==> src/rtl/lsu_pkg.sv <==
// Shared types and helpers for the LSU -> AHB request queue.
package lsu_pkg;

  // The queue entry is a packed struct, so its field widths are fixed here;
  // the top-level AW/DW parameters default to these and must match them.
  localparam int LSU_AW = 32;
  localparam int LSU_DW = 32;

  // funct3 access types
  localparam logic [2:0] RW_B  = 3'b000;
  localparam logic [2:0] RW_H  = 3'b001;
  localparam logic [2:0] RW_W  = 3'b010;
  localparam logic [2:0] RW_BU = 3'b100;
  localparam logic [2:0] RW_HU = 3'b101;

  typedef enum logic [2:0] {IDLE, ISSUE, WAIT_RSP, ERR, RESP} state_t;

  typedef struct packed {
    logic              wen;
    logic [2:0]        rwtyp;
    logic [LSU_AW-1:0] addr;
    logic [LSU_DW-1:0] wdata;   // already lane-replicated for the bus
    logic              err;     // illegal/misaligned, answered locally
  } lsu_req_t;

  // Reserved encodings, unsigned stores and misaligned H/W are illegal.
  function automatic logic req_illegal(input logic wen, input logic [2:0] rwtyp,
                                       input logic [1:0] off);
    logic bad;
    case (rwtyp)
      RW_B:    bad = 1'b0;
      RW_BU:   bad = wen;
      RW_H:    bad = off[0];
      RW_HU:   bad = wen | off[0];
      RW_W:    bad = |off;
      default: bad = 1'b1;
    endcase
    return bad;
  endfunction

  // Replicate store data across every lane it could land on.
  function automatic logic [LSU_DW-1:0] lane_wdata(input logic [2:0] rwtyp,
                                                   input logic [LSU_DW-1:0] wdata);
    logic [LSU_DW-1:0] r;
    case (rwtyp[1:0])
      2'b00:   r = {4{wdata[7:0]}};
      2'b01:   r = {2{wdata[15:0]}};
      default: r = wdata;
    endcase
    return r;
  endfunction

  // Pick the addressed lane out of the bus word and extend it.
  function automatic logic [LSU_DW-1:0] load_extract(input logic [2:0] rwtyp,
                                                     input logic [1:0] off,
                                                     input logic [LSU_DW-1:0] word);
    logic [7:0]        b;
    logic [15:0]       h;
    logic [LSU_DW-1:0] r;
    b = word[{off, 3'b000} +: 8];
    h = word[{off[1], 4'b0000} +: 16];
    case (rwtyp)
      RW_B:    r = {{24{b[7]}}, b};
      RW_BU:   r = {24'b0, b};
      RW_H:    r = {{16{h[15]}}, h};
      RW_HU:   r = {16'b0, h};
      default: r = word;
    endcase
    return r;
  endfunction

endpackage

==> src/rtl/lsu_req_fifo.sv <==
// Synchronous FIFO of LSU request entries; head is read combinationally.
module lsu_req_fifo
  import lsu_pkg::*;
#(
  parameter int DEPTH = 4
) (
  input  logic                     clk,
  input  logic                     rst,
  input  logic                     push,
  input  logic                     pop,
  input  lsu_req_t                 din,
  output lsu_req_t                 head,
  output logic                     full,
  output logic                     empty,
  output logic [$clog2(DEPTH):0]   count
);

  localparam int PW = $clog2(DEPTH);

  lsu_req_t        mem [DEPTH];
  logic [PW-1:0]   wr_ptr, rd_ptr;
  logic            do_push, do_pop;

  assign full    = (count == (PW+1)'(DEPTH));
  assign empty   = (count == '0);
  assign do_push = push & ~full;
  assign do_pop  = pop & ~empty;
  assign head    = mem[rd_ptr];

  // Pointers wrap naturally since DEPTH is a power of two.
  always_ff @(posedge clk or posedge rst) begin
    if (rst) begin
      wr_ptr <= '0;
      rd_ptr <= '0;
      count  <= '0;
    end else begin
      if (do_push) wr_ptr <= wr_ptr + 1'b1;
      if (do_pop)  rd_ptr <= rd_ptr + 1'b1;
      case ({do_push, do_pop})
        2'b10:   count <= count + 1'b1;
        2'b01:   count <= count - 1'b1;
        default: count <= count;
      endcase
    end
  end

  // Storage needs no reset: entries are only read while counted valid.
  always_ff @(posedge clk) begin
    if (do_push) mem[wr_ptr] <= din;
  end

endmodule

==> src/rtl/lsu_ahb_req_queue.sv <==
// LSU request queue: buffers requests, issues them one at a time to the
// AHB master, answers illegal accesses locally and extends load data.
module lsu_ahb_req_queue
  import lsu_pkg::*;
#(
  parameter int DEPTH = 4,
  parameter int AW    = LSU_AW,
  parameter int DW    = LSU_DW
) (
  input  logic          clk,
  input  logic          rst,
  input  logic          lsu_req_vld,
  output logic          lsu_req_rdy,
  input  logic          lsu_req_wen,
  input  logic [2:0]    lsu_req_rwtyp,
  input  logic [AW-1:0] lsu_req_addr,
  input  logic [DW-1:0] lsu_req_wdata,
  output logic          lsu_rsp_vld,
  input  logic          lsu_rsp_rdy,
  output logic [DW-1:0] lsu_rsp_rdata,
  output logic          lsu_rsp_err,
  output logic          ahbm_lsu_req_vld,
  input  logic          ahbm_lsu_req_rdy,
  output logic          ahbm_lsu_req_wen,
  output logic [2:0]    ahbm_lsu_req_rwtyp,
  output logic [AW-1:0] ahbm_lsu_req_addr,
  output logic [DW-1:0] ahbm_lsu_req_wdata,
  input  logic          ahbm_lsu_rsp_vld,
  output logic          ahbm_lsu_rsp_rdy,
  input  logic [DW-1:0] ahbm_lsu_rsp_rdata
);

  lsu_req_t              in_req, head;
  logic                  in_err, push, pop, fifo_full, fifo_empty;
  logic [$clog2(DEPTH):0] unused_level;
  state_t                state, state_nxt;
  logic                  sv_wen;
  logic [2:0]            sv_typ;
  logic [1:0]            sv_off;
  logic [DW-1:0]         rsp_rdata_q;
  logic                  rsp_err_q;

  assign in_err      = req_illegal(lsu_req_wen, lsu_req_rwtyp, lsu_req_addr[1:0]);
  assign lsu_req_rdy = ~fifo_full;
  assign push        = lsu_req_vld & ~fifo_full;
  assign pop         = (state == ISSUE && ahbm_lsu_req_rdy) || (state == ERR);

  // Build the queue entry: legality and lane replication are settled at push.
  always_comb begin
    in_req       = '0;
    in_req.wen   = lsu_req_wen;
    in_req.rwtyp = lsu_req_rwtyp;
    in_req.addr  = lsu_req_addr;
    in_req.wdata = lane_wdata(lsu_req_rwtyp, lsu_req_wdata);
    in_req.err   = in_err;
  end

  lsu_req_fifo #(.DEPTH(DEPTH)) u_fifo (
    .clk   (clk),
    .rst   (rst),
    .push  (push),
    .pop   (pop),
    .din   (in_req),
    .head  (head),
    .full  (fifo_full),
    .empty (fifo_empty),
    .count (unused_level)
  );

  // State register.
  always_ff @(posedge clk or posedge rst) begin
    if (rst) state <= IDLE;
    else     state <= state_nxt;
  end

  // Next state. From IDLE a legal request arriving into an empty queue is
  // issued straight away; an illegal one is found by IDLE on the following
  // cycle, which fixes the local-error path at three cycles.
  always_comb begin
    state_nxt = state;
    case (state)
      IDLE: begin
        if (!fifo_empty)         state_nxt = head.err ? ERR : ISSUE;
        else if (push && !in_err) state_nxt = ISSUE;
      end
      ISSUE:    if (ahbm_lsu_req_rdy) state_nxt = WAIT_RSP;
      WAIT_RSP: if (ahbm_lsu_rsp_vld) state_nxt = RESP;
      ERR:      state_nxt = RESP;
      RESP: begin
        if (lsu_rsp_rdy) state_nxt = fifo_empty ? IDLE : (head.err ? ERR : ISSUE);
      end
      default:  state_nxt = IDLE;
    endcase
  end

  // Outputs; bus request fields are zero unless a request is being offered.
  always_comb begin
    ahbm_lsu_req_vld   = (state == ISSUE);
    ahbm_lsu_req_wen   = 1'b0;
    ahbm_lsu_req_rwtyp = '0;
    ahbm_lsu_req_addr  = '0;
    ahbm_lsu_req_wdata = '0;
    if (state == ISSUE) begin
      ahbm_lsu_req_wen   = head.wen;
      ahbm_lsu_req_rwtyp = head.rwtyp;
      ahbm_lsu_req_addr  = head.addr;
      ahbm_lsu_req_wdata = head.wdata;
    end
    ahbm_lsu_rsp_rdy = (state == WAIT_RSP);
    lsu_rsp_vld      = (state == RESP);
    lsu_rsp_rdata    = rsp_rdata_q;
    lsu_rsp_err      = rsp_err_q;
  end

  // Remember what the outstanding bus request needs for extraction, and
  // capture the response (bus data or local error) for the LSU.
  always_ff @(posedge clk or posedge rst) begin
    if (rst) begin
      sv_wen      <= 1'b0;
      sv_typ      <= '0;
      sv_off      <= '0;
      rsp_rdata_q <= '0;
      rsp_err_q   <= 1'b0;
    end else begin
      if (state == ISSUE && ahbm_lsu_req_rdy) begin
        sv_wen <= head.wen;
        sv_typ <= head.rwtyp;
        sv_off <= head.addr[1:0];
      end
      if (state == WAIT_RSP && ahbm_lsu_rsp_vld) begin
        rsp_rdata_q <= sv_wen ? '0 : load_extract(sv_typ, sv_off, ahbm_lsu_rsp_rdata);
        rsp_err_q   <= 1'b0;
      end else if (state == ERR) begin
        rsp_rdata_q <= '0;
        rsp_err_q   <= 1'b1;
      end
    end
  end

endmodule

==> config.mk <==
export PLATFORM = sky130hd
export DESIGN_NAME = lsu_ahb_req_queue
export DESIGN_NICKNAME = d
export VERILOG_FILES = /design/src/rtl/lsu_pkg.sv /design/src/rtl/lsu_req_fifo.sv /design/src/rtl/lsu_ahb_req_queue.sv
export SDC_FILE = /design/constraint.sdc
export NUM_CORES = 1
export LEC_CHECK = 0
export ABC_AREA = 1
export BUFFER_PORTS_ARGS = -buffer_cell sky130_fd_sc_hd__buf_4
export CAP_MARGIN = 20
export CORE_UTILIZATION = 55
export DETAILED_ROUTE_END_ITERATION = 12
export PLACE_DENSITY = 0.78
export SYNTH_ARGS = -nofsm -noshare
export SYNTH_HDL_FRONTEND = slang
export SYNTH_SLANG_ARGS = --single-unit
==> constraint.sdc <==
create_clock -name clk -period 5.7 [get_ports clk]
set_clock_uncertainty 0.1 [all_clocks]
set_input_delay 1.14 -clock clk [delete_from_list [all_inputs] [get_ports clk]]
set_output_delay 1.14 -clock clk [all_outputs]
set_load 0.02 [all_outputs]
# Word-level counts from Yosys, hierarchy flattened
# Memories as Yosys holds them, arrays and structs flattened.
# Index checks and enable logic that the tools add are counted.
# classes
n_addsub,4
n_eq_ne,19
shifts,2
n_mux,23
bitwise_logic,6
n_reduce_logical,14
# ops
operator,count
32-bit two-way mux,5
32-bit one-hot mux with 4 select lines,1
32-bit one-hot mux with 2 select lines,1
32-bit by 6-bit variable part select with 16-bit output,1
32-bit by 6-bit variable part select with 8-bit output,1
"3-bit == test, second input constant",6
3-bit two-way mux,6
3-bit one-hot mux with 5 select lines,1
3-bit logical NOT,4
"3-bit by 1-bit == test with 1-bit output, second input constant",3
"3-bit by 2-bit == test with 1-bit output, second input constant",3
3-bit one-hot mux with 2 select lines,1
1-bit two-way mux,5
1-bit one-hot mux with 5 select lines,1
"2-bit by 1-bit adder with 2-bit output, second input constant",2
"2-bit by 1-bit == test with 1-bit output, second input constant",2
2-bit two-way mux,2
"2-bit by 1-bit != test with 1-bit output, second input constant",2
4-bit AND reduction,1
2-bit nonzero test,2
"3-bit by 1-bit adder with 3-bit output, second input constant",1
1-bit bitwise AND,3
1-bit logical AND,3
"3-bit != test, second input constant",1
9 further kinds,10
# word_totals
regBits,49
ram_bits,276
input_bits,106
output_inout_bits,105
word_cells,78
n_memories,1
# memory_table
name,words,word_bits,read_ports,rd_clocked_by_memory_dff,wr,line,rtl
u_fifo.mem,4,69,1,0,1,lsu_req_fifo.sv:20,lsu_req_t mem [DEPTH];

# Logic depth before layout (Yosys ltp)
# logic_depth
depth_word,7
depth_mapped,13
ltp_nobuf,13

# Cells and area by module
# From an unflattened synthesis, not the netlist that was laid out.
# unflattened
cells_unflattened,1463
area_unflattened_um2,14757.9
# modules_own_cells
module,instances,cells_each,area_each_um2,seq_area_each_um2
lsu_req_fifo,1,867,11374.7,8463.1
lsu_ahb_req_queue,1,596,3383.2,1051.0

# Least setup slack after synthesis
# No wires, ideal clock.
# synth_timing
kind,input to register
from,input port lsu_req_vld
to,memory u_fifo.mem[0][0] in the netlist's numbering (enable)
setup_time_ps,497
t_arrival_ps,4135
t_required_ps,5103
slack_ps,968
path_stages,2
path_buffers,0
path_cell_list,nand2_2 > nor2_1
# synth_via
elab_chain_cells,4
# synth_rtl
element,line,rtl
from (decl),lsu_ahb_req_queue.sv:12,"input logic lsu_req_vld,"
1-bit bitwise AND,lsu_ahb_req_queue.sv:45,assign push = lsu_req_vld & ~fifo_full;
1-bit bitwise AND,lsu_req_fifo.sv:26,assign do_push = push & ~full;
1-bit two-way mux,lsu_req_fifo.sv:49,if (do_push) mem[wr_ptr] <= din;
1-bit two-way mux (not written as such),lsu_req_fifo.sv:49,
to (decl),lsu_req_fifo.sv:20,
# No other way between the ends.

# Final worst setup path
# layout_timing
from,register u_fifo.rd_ptr[0]
to,output port ahbm_lsu_req_addr[29]
# layout_via
elab_chain_cells,2
# layout_rtl
element,line,rtl
from (decl),lsu_req_fifo.sv:21,"logic [PW-1:0] wr_ptr, rd_ptr;"
from (signal assigned),lsu_req_fifo.sv:38,if (do_pop) rd_ptr <= rd_ptr + 1'b1;
memory read 4 x 69 bit,n/a,
32-bit two-way mux,lsu_ahb_req_queue.sv:103,if (state == ISSUE) begin
to (decl),lsu_ahb_req_queue.sv:26,"output logic [AW-1:0] ahbm_lsu_req_addr,"
# No other way between the ends.

==> qor.yml <==
seqCellArea_mm2: 0.00952
num-fill-cells: 1836
wl_met1_um: 13600
clk_pin_slew_worst_paths_ps: 60
die_h_um: 161
p_per_area_mw_per_mm2: 523
syn-cell-area_mm2: 0.0140
wl_per_cell_um: 18.2
max-vdd-ir-drop_uv: 268
min_delay_path_depth: 2
antenna_cells: 0
hold-path-endpoint: "lsu_rsp_rdata[5]"
reg2reg_from: "state[2]"
die_area_mm2: 0.0260
antenna_found_initial: 0
cts_tree: "yes"
path_max_fanout: 104
grt_max_degree: 105
period_share_pct: 74.5
crit_required_ps: 4460
clock_latency_ps: 510
viasPerCell: 5.57
dr_wl_met2_um: 16700
drt_first_pass_iters: 6
drtAntennaViolNets: 0
synth_fa_ha_area_share_pct: 0.592
r2r_setup_slack_ps: 2320
clock_path_buffers: 3
yosysSeqAreaShare_pct: 68.2
holdCritPathClass: "reg2reg"
grt_overflow_total: 0
finalSetupViolCount: 0
gp_congestion: 0.858
synth_nets: 1437
rows: 57
cts.htree.levels: 2
hold_viol_final: 0
start_util_pct: 56.7
worstSetupPathType: "reg2out"
drv_cap: 0
tightestPinTransition_ps: 1130
fin_crit_ps: 4250
io_buffers: 210
synth_edf_count: 276
grt.total_usage_pct: 25.9
synth_top_family_by_area: "simple AND/OR/NAND/NOR gates"
synth_flop_cell: "edfxtp_1"
wl_um: 33800
drt_first_iter_violations: 1085
synth_compound_area_share_pct: 8.83
finalNetCount: 1623
ios: 211
grt_pass1_vias: 10100
postCtsSetupBuffers: 0
fin_tns_setup_ps: 0
cts_root_buffer: "clkbuf_16"
rsz0062_at_grt: "no"
synth_mux_area_share_pct: 0
clock-sinks: 325
hp-start: "lsu_rsp_rdata[5]"
routed.top_layer: "met4"
yosys.area_share.simple_pct: 17.6
drc: 0
die_x_um: 161
multi_input_area_mm2: 0.00385
cts_resized: 0
grt_pass1_wl_um: 52500
synthXorXnorAreaFrac_pct: 0.314
synth_cell_type_count: 35
dp_hpwl_um: 20100
start_kind: "register"
drive_gt1_share_pct: 19.5
dr_wl_met3_um: 2760
syn_to_final_growth_pct: 20.1
via_count: 10400
synthArstFlopShare_pct: 15.1
outcome: "finished, final reports clean"
end_kind: "output pin"
critPathArrivalTime_ps: 3010
yosys_warnings: 0
synthCells: 1325
r2r_end: "u_fifo.count[2]"
yosys_register_bits: 325
rr_worst_depth: 13
power.leakage_uw: 0.00684
numCtsBuffers: 34
slew-limit-headroom_pct: 24.5
drv_slew: 0
total_power_uw: 8760
ctsHoldBuffers: 0
avgSynthCellArea_um2: 10.5
max_freq_mhz: 235
core_mm2: 0.0246
==> how the worst max path moves through the flow <==
stage                     startpoint                    end  slack [ps]  cells past startpoint
finish              u_fifo.rd_ptr[0]  ahbm_lsu_req_addr[29]        1450                      6
detailed placement  u_fifo.rd_ptr[0]   ahbm_lsu_req_addr[1]        1670                      7
CTS                 u_fifo.rd_ptr[0]  ahbm_lsu_req_wdata[9]        1050                      5
global route        u_fifo.rd_ptr[0]  ahbm_lsu_req_wdata[0]        1250                      6
floorplan                lsu_req_vld       u_fifo.mem[0][0]         970                      2
global placement    u_fifo.rd_ptr[0]   ahbm_lsu_req_addr[1]        1680                      7
==> stage by stage <==
step / setup slack [ps] / instance area (um^2) / hold WS, ps / std cells / utilization (%)
final: 1450 / 16800 / 382 / 1859 / 68.1
after global routing: 1250 / 16800 / 390 / 1859 / 68.1
after floorplan: 968 / 14000 / 359 / 1325 / -
after global placement: 1680 / 15700 / 364 / 1798 / 63.7
after detailed placement: 1670 / 15700 / 367 / 1798 / 63.7
after CTS: 1050 / 16700 / 383 / 1858 / 68.0
==> power by group <==
group | switching [uW] | internal (uW)
Sequential | 247 | 3140
Combinational | 2220 | 1030
Clock | 890 | 1240
Total | 3350 | 5410
==> worst max-delay path, cell delays in order (launching register included) <==
cell	delay [ps]
dfrtp_4	680
buf_4	930
nor2_1	120
nor2_1	120
o21ai_0	130
a21oi_1	250
buf_4	220
==> cell usage after synthesis (2+ instances only) <==
| library cell | number | area (um^2) |
|---|---|---|
| buf_1 | 5 | 18.8 |
| buf_4 | 15 | 113 |
| nand3_1 | 41 | 205 |
| nand2_1 | 251 | 942 |
| inv_2 | 9 | 33.8 |
| clkbuf_1 | 20 | 75.1 |
| buf_6 | 6 | 67.6 |
| inv_1 | 46 | 173 |
| o21ai_0 | 155 | 776 |
| a21oi_1 | 70 | 350 |
| xnor2_1 | 2 | 17.5 |
| buf_2 | 20 | 100 |
| nor2_4 | 2 | 22.5 |
| clkbuf_2 | 6 | 30.0 |
| nor3_1 | 3 | 15.0 |
| ha_1 | 5 | 62.6 |
| nand2_2 | 4 | 25.0 |
| dfrtp_1 | 49 | 1230 |
| xor2_1 | 3 | 26.3 |
| edfxtp_1 | 276 | 8290 |
| o21ai_1 | 7 | 35.0 |
| nand2_4 | 3 | 33.8 |
| nor2_1 | 307 | 1150 |
| o22ai_1 | 2 | 12.5 |
| o211ai_1 | 6 | 45.0 |
| nand3_2 | 3 | 30.0 |
==> cells by family (layout without fill, tap and decap cells) <==
group                    after synthesis  in the layout
AO/OA/AOI/OAI                        242            242
XOR/XNOR                               5              5
flip-flops                           325            325
buffers and inverters                130            340
adder cells (fa/ha/maj)                6              6
AND/OR/NAND/NOR                      617            617
==> sequential cells by signal, summed over array words and instances (netlist names) <==
name and cells:
u_fifo.mem 276, lsu_rsp_rdata 32, state 3, sv_typ 3, u_fifo.count 3, sv_off 2
u_fifo.rd_ptr 2, u_fifo.wr_ptr 2, lsu_rsp_err 1, sv_wen 1
==> cells in the final DEF, fill, tap and decap left out, types with 2 or more instances in the layout <==
cell       synthesis  routed
clkbuf_16          0      34
nand2_2            4       4
inv_1             46      45
ha_1               5       5
xnor2_1            2       2
inv_6              1       3
nand3_4            1       2
xor2_1             3       3
o21ai_0          155     155
nor2_1           307     303
clkinv_2           0       6
nand2_4            3       3
a21oi_1           70      70
o21ai_1            7       7
nand3_2            3       2
o211ai_1           6       6
clkinv_1           1       8
nand3_1           41      41
inv_2              9       9
nor3_1             3       3
nor2_4             2       6
clkbuf_1          20       7
buf_4             15     220
nand2_1          251     251
bufinv_16          0       3
o22ai_1            2       2
dfrtp_1           49      47
edfxtp_1         276     276
==> metal layers <==
metal	global-route usage [%]	vias up
li1	-	4848
met1	33.9	4955
met2	44.1	497
met3	4.37	59
met4	8.96	0
met5	0	-
==> cell type report <==
type | instances | area share, %
Clock buffer | 41 | 5.23
Tap cell | 324 | 2.42
Multi-Input combinational cell | 870 | 23.0
Clock inverter | 19 | 1.09
Timing Repair Buffer | 222 | 10.1
Inverter | 58 | 1.35
Sequential cell | 325 | 56.8
Power figures use the tool's default switching activity.
